==> config.mk <==
export PLATFORM = sky130hd
export DESIGN_NAME = simple_tap_mem_ctrl
export DESIGN_NICKNAME = d
export VERILOG_FILES = /design/src/rtl/simple_tap_mem_ctrl_pkg.sv /design/src/rtl/simple_tap_window_chk.sv /design/src/rtl/simple_tap_mem_ctrl.sv
export SDC_FILE = /design/constraint.sdc
export NUM_CORES = 1
export LEC_CHECK = 0
export BUFFER_PORTS_ARGS = -buffer_cell sky130_fd_sc_hd__buf_2
export CAP_MARGIN = 20
export CORE_ASPECT_RATIO = 0.75
export CORE_MARGIN = 1
export CORE_UTILIZATION = 35
export CTS_CLUSTER_SIZE = 20
export DETAILED_ROUTE_END_ITERATION = 7
export PLACE_DENSITY = 0.6
export REMOVE_ABC_BUFFERS = 1
export SLEW_MARGIN = 20
export SYNTH_ARGS = -nofsm -noshare
export SYNTH_HDL_FRONTEND = slang
export SYNTH_SLANG_ARGS = --single-unit
==> constraint.sdc <==
create_clock -name clk -period 3 [get_ports clk]
set_input_delay 0.15 -clock clk [delete_from_list [all_inputs] [get_ports clk]]
set_output_delay 0.15 -clock clk [all_outputs]
set_load 0.005 [all_outputs]
==> src/rtl/simple_tap_mem_ctrl_pkg.sv <==
// Shared types and constants for the tap memory controller slice.
package simple_tap_mem_ctrl_pkg;

    typedef enum logic [1:0] {
        IDLE  = 2'd0,
        LIN   = 2'd1,
        INTER = 2'd2,
        DRAIN = 2'd3
    } tap_ctrl_state_e;

    localparam int TAP_BANKS  = 6;
    localparam int TAP_ROWS   = 32;
    localparam int TAP_ROW_AW = $clog2(TAP_ROWS);

endpackage

==> src/rtl/simple_tap_window_chk.sv <==
// Modulo-row-count window containment: hit when addr lies in [start, start+len-1], wrapping.
module simple_tap_window_chk
    import simple_tap_mem_ctrl_pkg::*;
#(
    parameter int ADDR_W = TAP_ROW_AW
) (
    input  logic [ADDR_W-1:0] i_addr,
    input  logic [ADDR_W-1:0] i_start,
    input  logic [ADDR_W:0]   i_len,
    output logic              o_hit
);

    logic [ADDR_W-1:0] w_offset;

    // Natural wrap of the subtraction gives the distance from start modulo the row count.
    assign w_offset = i_addr - i_start;
    assign o_hit    = ({1'b0, w_offset} < i_len);

endmodule

==> src/rtl/simple_tap_mem_ctrl.sv <==
// Read-sweep sequencer and update-write arbiter in front of the banked tap memory.
module simple_tap_mem_ctrl
    import simple_tap_mem_ctrl_pkg::*;
#(
    parameter int NUM_BANKS = TAP_BANKS,
    parameter int DATA_W    = 32,
    parameter int ADDR_W    = TAP_ROW_AW,
    parameter int RD_LAT    = 1
) (
    input  logic                        clk,
    input  logic                        reset,
    input  logic                        start,
    input  logic                        start_inter,
    input  logic [ADDR_W-1:0]           base_row,
    input  logic [ADDR_W:0]             row_count,
    output logic                        busy,
    output logic                        done,
    output logic                        rd_data_vld,
    input  logic                        upd_valid,
    output logic                        upd_ready,
    input  logic                        upd_sub,
    input  logic [2:0]                  upd_lane,
    input  logic [ADDR_W-1:0]           upd_addr,
    input  logic [NUM_BANKS*DATA_W-1:0] upd_data,
    output logic [ADDR_W-1:0]           tap_rd_address,
    output logic                        tap_rd_vld,
    output logic [ADDR_W-1:0]           tap_wr_address,
    output logic                        tap_wr_vld,
    output logic [2:0]                  tap_sub_addr,
    output logic                        tap_sub_vld,
    output logic [DATA_W-1:0]           tap_sub_data,
    output logic [NUM_BANKS*DATA_W-1:0] tap_wr_data,
    output logic                        tap_inter,
    output logic                        tap_inter_first
);

    localparam logic [ADDR_W:0]   REM_ONE     = {{ADDR_W{1'b0}}, 1'b1};
    localparam logic [ADDR_W-1:0] PTR_ONE     = {{(ADDR_W-1){1'b0}}, 1'b1};
    localparam logic [2:0]        LANE_LIMIT  = 3'(NUM_BANKS);
    localparam logic [RD_LAT-1:0] VLD_LOW_MSK = {RD_LAT{1'b1}} >> 1;

    tap_ctrl_state_e          r_state;
    logic [ADDR_W-1:0]        r_rd_ptr;
    logic [ADDR_W:0]          r_remaining;
    logic                     r_rd_vld;
    logic                     r_inter;
    logic                     r_inter_first;
    logic                     r_done;
    logic [RD_LAT-1:0]        r_vld_sr;

    logic                     r_wr_vld;
    logic                     r_sub_vld;
    logic [ADDR_W-1:0]        r_wr_addr;
    logic [2:0]               r_sub_addr;
    logic [DATA_W-1:0]        r_sub_data;
    logic [NUM_BANKS*DATA_W-1:0] r_wr_data;

    logic w_hit;
    logic w_upd_ready;
    logic w_upd_fire;
    logic w_last;
    logic w_inflight_next;
    logic w_lane_ok;

    simple_tap_window_chk #(
        .ADDR_W (ADDR_W)
    ) u_window (
        .i_addr  (upd_addr),
        .i_start (r_rd_ptr),
        .i_len   (r_remaining),
        .o_hit   (w_hit)
    );

    // The row presented this cycle stays in the window: a write accepted now lands after it is read.
    assign w_upd_ready     = !((r_state == LIN && w_hit) || r_state == INTER);
    assign w_upd_fire      = upd_valid && w_upd_ready;
    assign w_lane_ok       = (upd_lane < LANE_LIMIT);
    assign w_last          = (r_remaining == REM_ONE);
    assign w_inflight_next = |(r_vld_sr & VLD_LOW_MSK);

    always_ff @(posedge clk) begin
        if (reset) begin
            r_state       <= IDLE;
            r_rd_ptr      <= '0;
            r_remaining   <= '0;
            r_rd_vld      <= 1'b0;
            r_inter       <= 1'b0;
            r_inter_first <= 1'b0;
            r_done        <= 1'b0;
        end else begin
            r_done <= 1'b0;
            case (r_state)
                IDLE: begin
                    if (start) begin
                        if (row_count == '0) begin
                            r_done <= 1'b1;
                        end else begin
                            r_remaining <= row_count;
                            r_rd_vld    <= 1'b1;
                            if (start_inter) begin
                                r_state       <= INTER;
                                r_rd_ptr      <= '0;
                                r_inter       <= 1'b1;
                                r_inter_first <= 1'b1;
                            end else begin
                                r_state  <= LIN;
                                r_rd_ptr <= base_row;
                            end
                        end
                    end
                end
                LIN: begin
                    r_remaining <= r_remaining - REM_ONE;
                    if (w_last) begin
                        r_state  <= DRAIN;
                        r_rd_vld <= 1'b0;
                        r_rd_ptr <= '0;
                    end else begin
                        r_rd_ptr <= r_rd_ptr + PTR_ONE;
                    end
                end
                INTER: begin
                    r_inter_first <= 1'b0;
                    r_remaining   <= r_remaining - REM_ONE;
                    if (w_last) begin
                        r_state  <= DRAIN;
                        r_rd_vld <= 1'b0;
                        r_inter  <= 1'b0;
                    end
                end
                DRAIN: begin
                    // done is shown while still busy; the following edge returns to IDLE.
                    if (r_done) begin
                        r_state <= IDLE;
                    end else if (!w_inflight_next) begin
                        r_done <= 1'b1;
                    end
                end
                default: r_state <= IDLE;
            endcase
        end
    end

    for (genvar gi = 0; gi < RD_LAT; gi++) begin : g_rd_lat
        if (gi == 0) begin : g_head
            always_ff @(posedge clk) begin
                if (reset) r_vld_sr[gi] <= 1'b0;
                else       r_vld_sr[gi] <= r_rd_vld;
            end
        end else begin : g_tail
            always_ff @(posedge clk) begin
                if (reset) r_vld_sr[gi] <= 1'b0;
                else       r_vld_sr[gi] <= r_vld_sr[gi-1];
            end
        end
    end

    always_ff @(posedge clk) begin
        if (reset) begin
            r_wr_vld   <= 1'b0;
            r_sub_vld  <= 1'b0;
            r_wr_addr  <= '0;
            r_sub_addr <= '0;
            r_sub_data <= '0;
            r_wr_data  <= '0;
        end else begin
            r_wr_vld  <= w_upd_fire && !upd_sub;
            // Out-of-range lanes are acknowledged but never reach the memory.
            r_sub_vld <= w_upd_fire && upd_sub && w_lane_ok;
            if (w_upd_fire) begin
                r_wr_addr  <= upd_addr;
                r_wr_data  <= upd_data;
                r_sub_addr <= upd_lane;
                r_sub_data <= upd_data[DATA_W-1:0];
            end
        end
    end

    assign busy            = (r_state != IDLE);
    assign done            = r_done;
    assign rd_data_vld     = r_vld_sr[RD_LAT-1];
    assign upd_ready       = w_upd_ready;
    assign tap_rd_address  = r_rd_ptr;
    assign tap_rd_vld      = r_rd_vld;
    assign tap_inter       = r_inter;
    assign tap_inter_first = r_inter_first;
    assign tap_wr_address  = r_wr_addr;
    assign tap_wr_vld      = r_wr_vld;
    assign tap_wr_data     = r_wr_data;
    assign tap_sub_addr    = r_sub_addr;
    assign tap_sub_vld     = r_sub_vld;
    assign tap_sub_data    = r_sub_data;

endmodule

==> impl_metrics.tcl <==
set metrics [dict create \
    yosysSeqAreaShare_pct 41.7 \
    setup_violations 0 \
    final_common_cell "buf_2" \
    synth_top_family_by_area "simple AND/OR/NAND/NOR gates" \
    crit_chain "ha_4 -> inv_2 -> fa_2 -> a21o_1 -> a21oi_2 -> xnor2_1 -> ha_1 -> nor3b_4 -> o2111ai_4 -> a31oi_4 -> buf_12 -> clkbuf_16 -> buf_16 -> mux2i_1" \
    vdd_ir_drop_max_mv 0.372 \
    place_ws_ps -84.6 \
    hp-class "in2reg" \
    wirelength_um 32000 \
    synthCells 1066 \
    drt-initial-drc-count 398 \
    ys_warn_count 0 \
    syn_area_per_cell_um2 9.92 \
    gp_congestion 0.827 \
    required_ps 3450 \
    cp-end-kind "flop" \
    hold_viol 0 \
    mostFrequentLayoutCells "460 x buf_2, 404 x nand2b_1, 219 x dfxtp_1" \
    area_growth_pct 55.0 \
    ys_types 48 \
    cts_made_buffers 24 \
    clockBufferDepth 3 \
    initial_core_util_pct 36.0 \
    n_antenna_cell 0 \
    p_comb_share_pct 36.5 \
    critPathMaxStageDelay_ps 350 \
    rows 54 \
    grt_usage_pct 19.6 \
    slew_headroom_pct 49.6 \
    holdWs_ps 40.6 \
    period_share_pct 99.4 \
    avgRoutedWirePerCell_um 15.2 \
    die_x_um 203 \
    crit_path_top_delay_cell "dfxtp_2" \
    p_int_uw 7450 \
    grt.overflow.total 0 \
    nets 1933 \
    crit_arrival_ps 3430 \
    antenna_found_initial 0 \
    hpwlAfterDp_um 21700 \
    p_per_area_nw_per_um2 663 \
    layout_setup_ws_ps 19.3 \
    drive_gt1_share_pct 32.9 \
    critPathMaxFanout 8 \
    vias 9463 \
    ant_nets 0 \
    crit_family "compound AO/OA/AOI/OAI gates" \
    outcome "finished, final reports clean" \
    fin_cells 2109 \
    p_sw_share_pct 31.5 \
    fin_skew_ps 22.8 \
    r2r_slack_ps 20 \
    fp.dieH_um 153 \
    synth-xor-area-share_pct 0.331 \
    clock_power_share_pct 26.8 \
    rsz0062_at_grt "true" \
    criticalPathCategory "reg2reg" \
    drc 0 \
    fin_crit_ps 2980 \
    grt_max_degree 151 \
    firstDrtPassIters 4 \
    synth_edf_count 0 \
    cts_htree_levels 1 \
    cts_tree "yes" \
    grt_pass1_vias 9822 \
    worstSkewPairLatency_ps 530 \
    pin_count 463 \
    clock-root-buffer "clkbuf_16" \
    cts_sinks 220 \
    synth_ff_type "dfxtp_1" \
    synthMuxAreaShare_pct 19.3 \
    drv_slew 0 \
    synth_seq_cells 220 \
    maxCapViolCount 0 \
    startpoint_type "flop" \
    synthSimpleGateAreaFrac_pct 26.1 \
    cts.clk_slew.worst_paths_ps 60 \
    synth-compound-area-share_pct 3.85 \
    io_buffers 462 \
    synthAdderAreaFrac_pct 1.96 \
    p_seq_share_pct 36.7 \
    synthArstFlopShare_pct 0 \
    dieArea_um2 30900 \
    core_um2 29400 \
    p_sw_uw 3420 \
    setup-tns-final_ps 0 \
    vias_per_cell 4.49 \
    netlist_area_um2 10600 \
    cp.buffers_inverters 4 \
    leakagePower_uw 0.00777 \
    grt_first_pass_wirelength_um 49900 \
    fmax_mhz 335 \
    post-place-cells 1846 \
    worst_pin_slew_ps 755 \
]
-- worst min-delay path: stages --
cell      delay [ps]
buf_2            120
nand2b_1          80
a21o_1           110
a21oi_1           50
-- power by group through the flow --
stage | combinational [µW] | sequential (µW) | clock, µW
after global placement | 3380 | 4020 | 0
after floorplan | 1720 | 3540 | 0
after global routing | 4300 | 4080 | 3130
after detailed placement | 3420 | 4030 | 0
after CTS | 3690 | 3990 | 3020
final | 3970 | 3990 | 2910
-- cells by family (layout without fill, tap and decap cells) --
family | count (synthesis) | count (layout)
adders and majority gates | 16 | 16
xor gates and xnor gates | 4 | 4
AOI/OAI and AO/OA | 53 | 53
DFF | 220 | 220
muxes | 204 | 204
buffers and inverters | 125 | 776
and+or+nand+nor | 444 | 444
-- per-layer routing --
metal	up-vias	global-route usage (%)	routed length, µm
met4	0	7.23	1180
met1	4333	23.0	13400
met3	70	5.28	2080
met2	321	34.1	15400
li1	4739	-	-
met5	-	0	0
-- synth_stat cells, types with 3 or more instances --
library cell / instances / area share, %
nor2_1: 8 / 0.28
nand3_1: 3 / 0.14
or2_2: 3 / 0.18
clkbuf_1: 47 / 1.7
o21ai_0: 6 / 0.28
ha_1: 15 / 1.8
inv_1: 20 / 0.71
nor4_1: 3 / 0.18
xnor2_1: 3 / 0.25
dfxtp_1: 220 / 42
nand2_1: 6 / 0.21
buf_6: 10 / 1.1
o32ai_1: 3 / 0.25
nor2b_1: 5 / 0.30
a21oi_1: 13 / 0.62
buf_2: 4 / 0.19
or3_1: 3 / 0.18
buf_4: 44 / 3.1
o31ai_1: 3 / 0.21
a21o_1: 5 / 0.36
nand2b_1: 404 / 24
a21boi_0: 3 / 0.21
mux2i_1: 203 / 19
-- final cells by class --
type,count,area (µm²)
clock inverter,7,52.6
timing repair buffer,713,5110
tap,392,490
inverter,20,75.1
sequential,220,4410
multi-input combinational,721,5520
clock buffer,36,736
fill,2585,13000
-- flip-flops by register name, summed over array words and instances (netlist names) --
| signal | cells |
|---|---|
| done | 1 |
| r_remaining | 6 |
| r_state | 2 |
| rd_data_vld | 1 |
| tap_inter | 1 |
| tap_inter_first | 1 |
| tap_rd_address | 5 |
| tap_rd_vld | 1 |
| tap_sub_addr | 3 |
| tap_sub_data | 31 |
| tap_sub_vld | 1 |
| tap_wr_address | 5 |
| tap_wr_data | 161 |
| tap_wr_vld | 1 |
-- what timing repair did --
item / 4_1_cts / 5_1_grt
cloned: 0 / 7
hold buffers: 207 / 0
pin swaps: 2 / 5
resized for setup: 4 / 17
endpoints found under the setup margin: 153 / 197
buffers inserted: 1 / 6
endpoints found under the hold margin: 208 / 0
-- metrics by stage --
step                      total power, µW  utilization (%)  instance area (µm²)
after floorplan                      5260                -                 9930
after detailed placement             7450             44.9                13200
after global placement               7400             44.9                13200
final                               10900             55.8                16400
after global routing                11500             55.8                16400
after CTS                           10700             54.7                16100
-- path summary, 6_finish.rpt --
check                    start          endpoint  cells past startpoint
max          tap_rd_address[0]  tap_wr_data[169]                     14
min               row_count[5]    r_remaining[5]                      4
max reg2reg  tap_rd_address[0]  tap_wr_data[169]                     14
min reg2reg   tap_wr_data[149]  tap_wr_data[149]                      2
No activity file was read; power rests on OpenSTA's default activity.
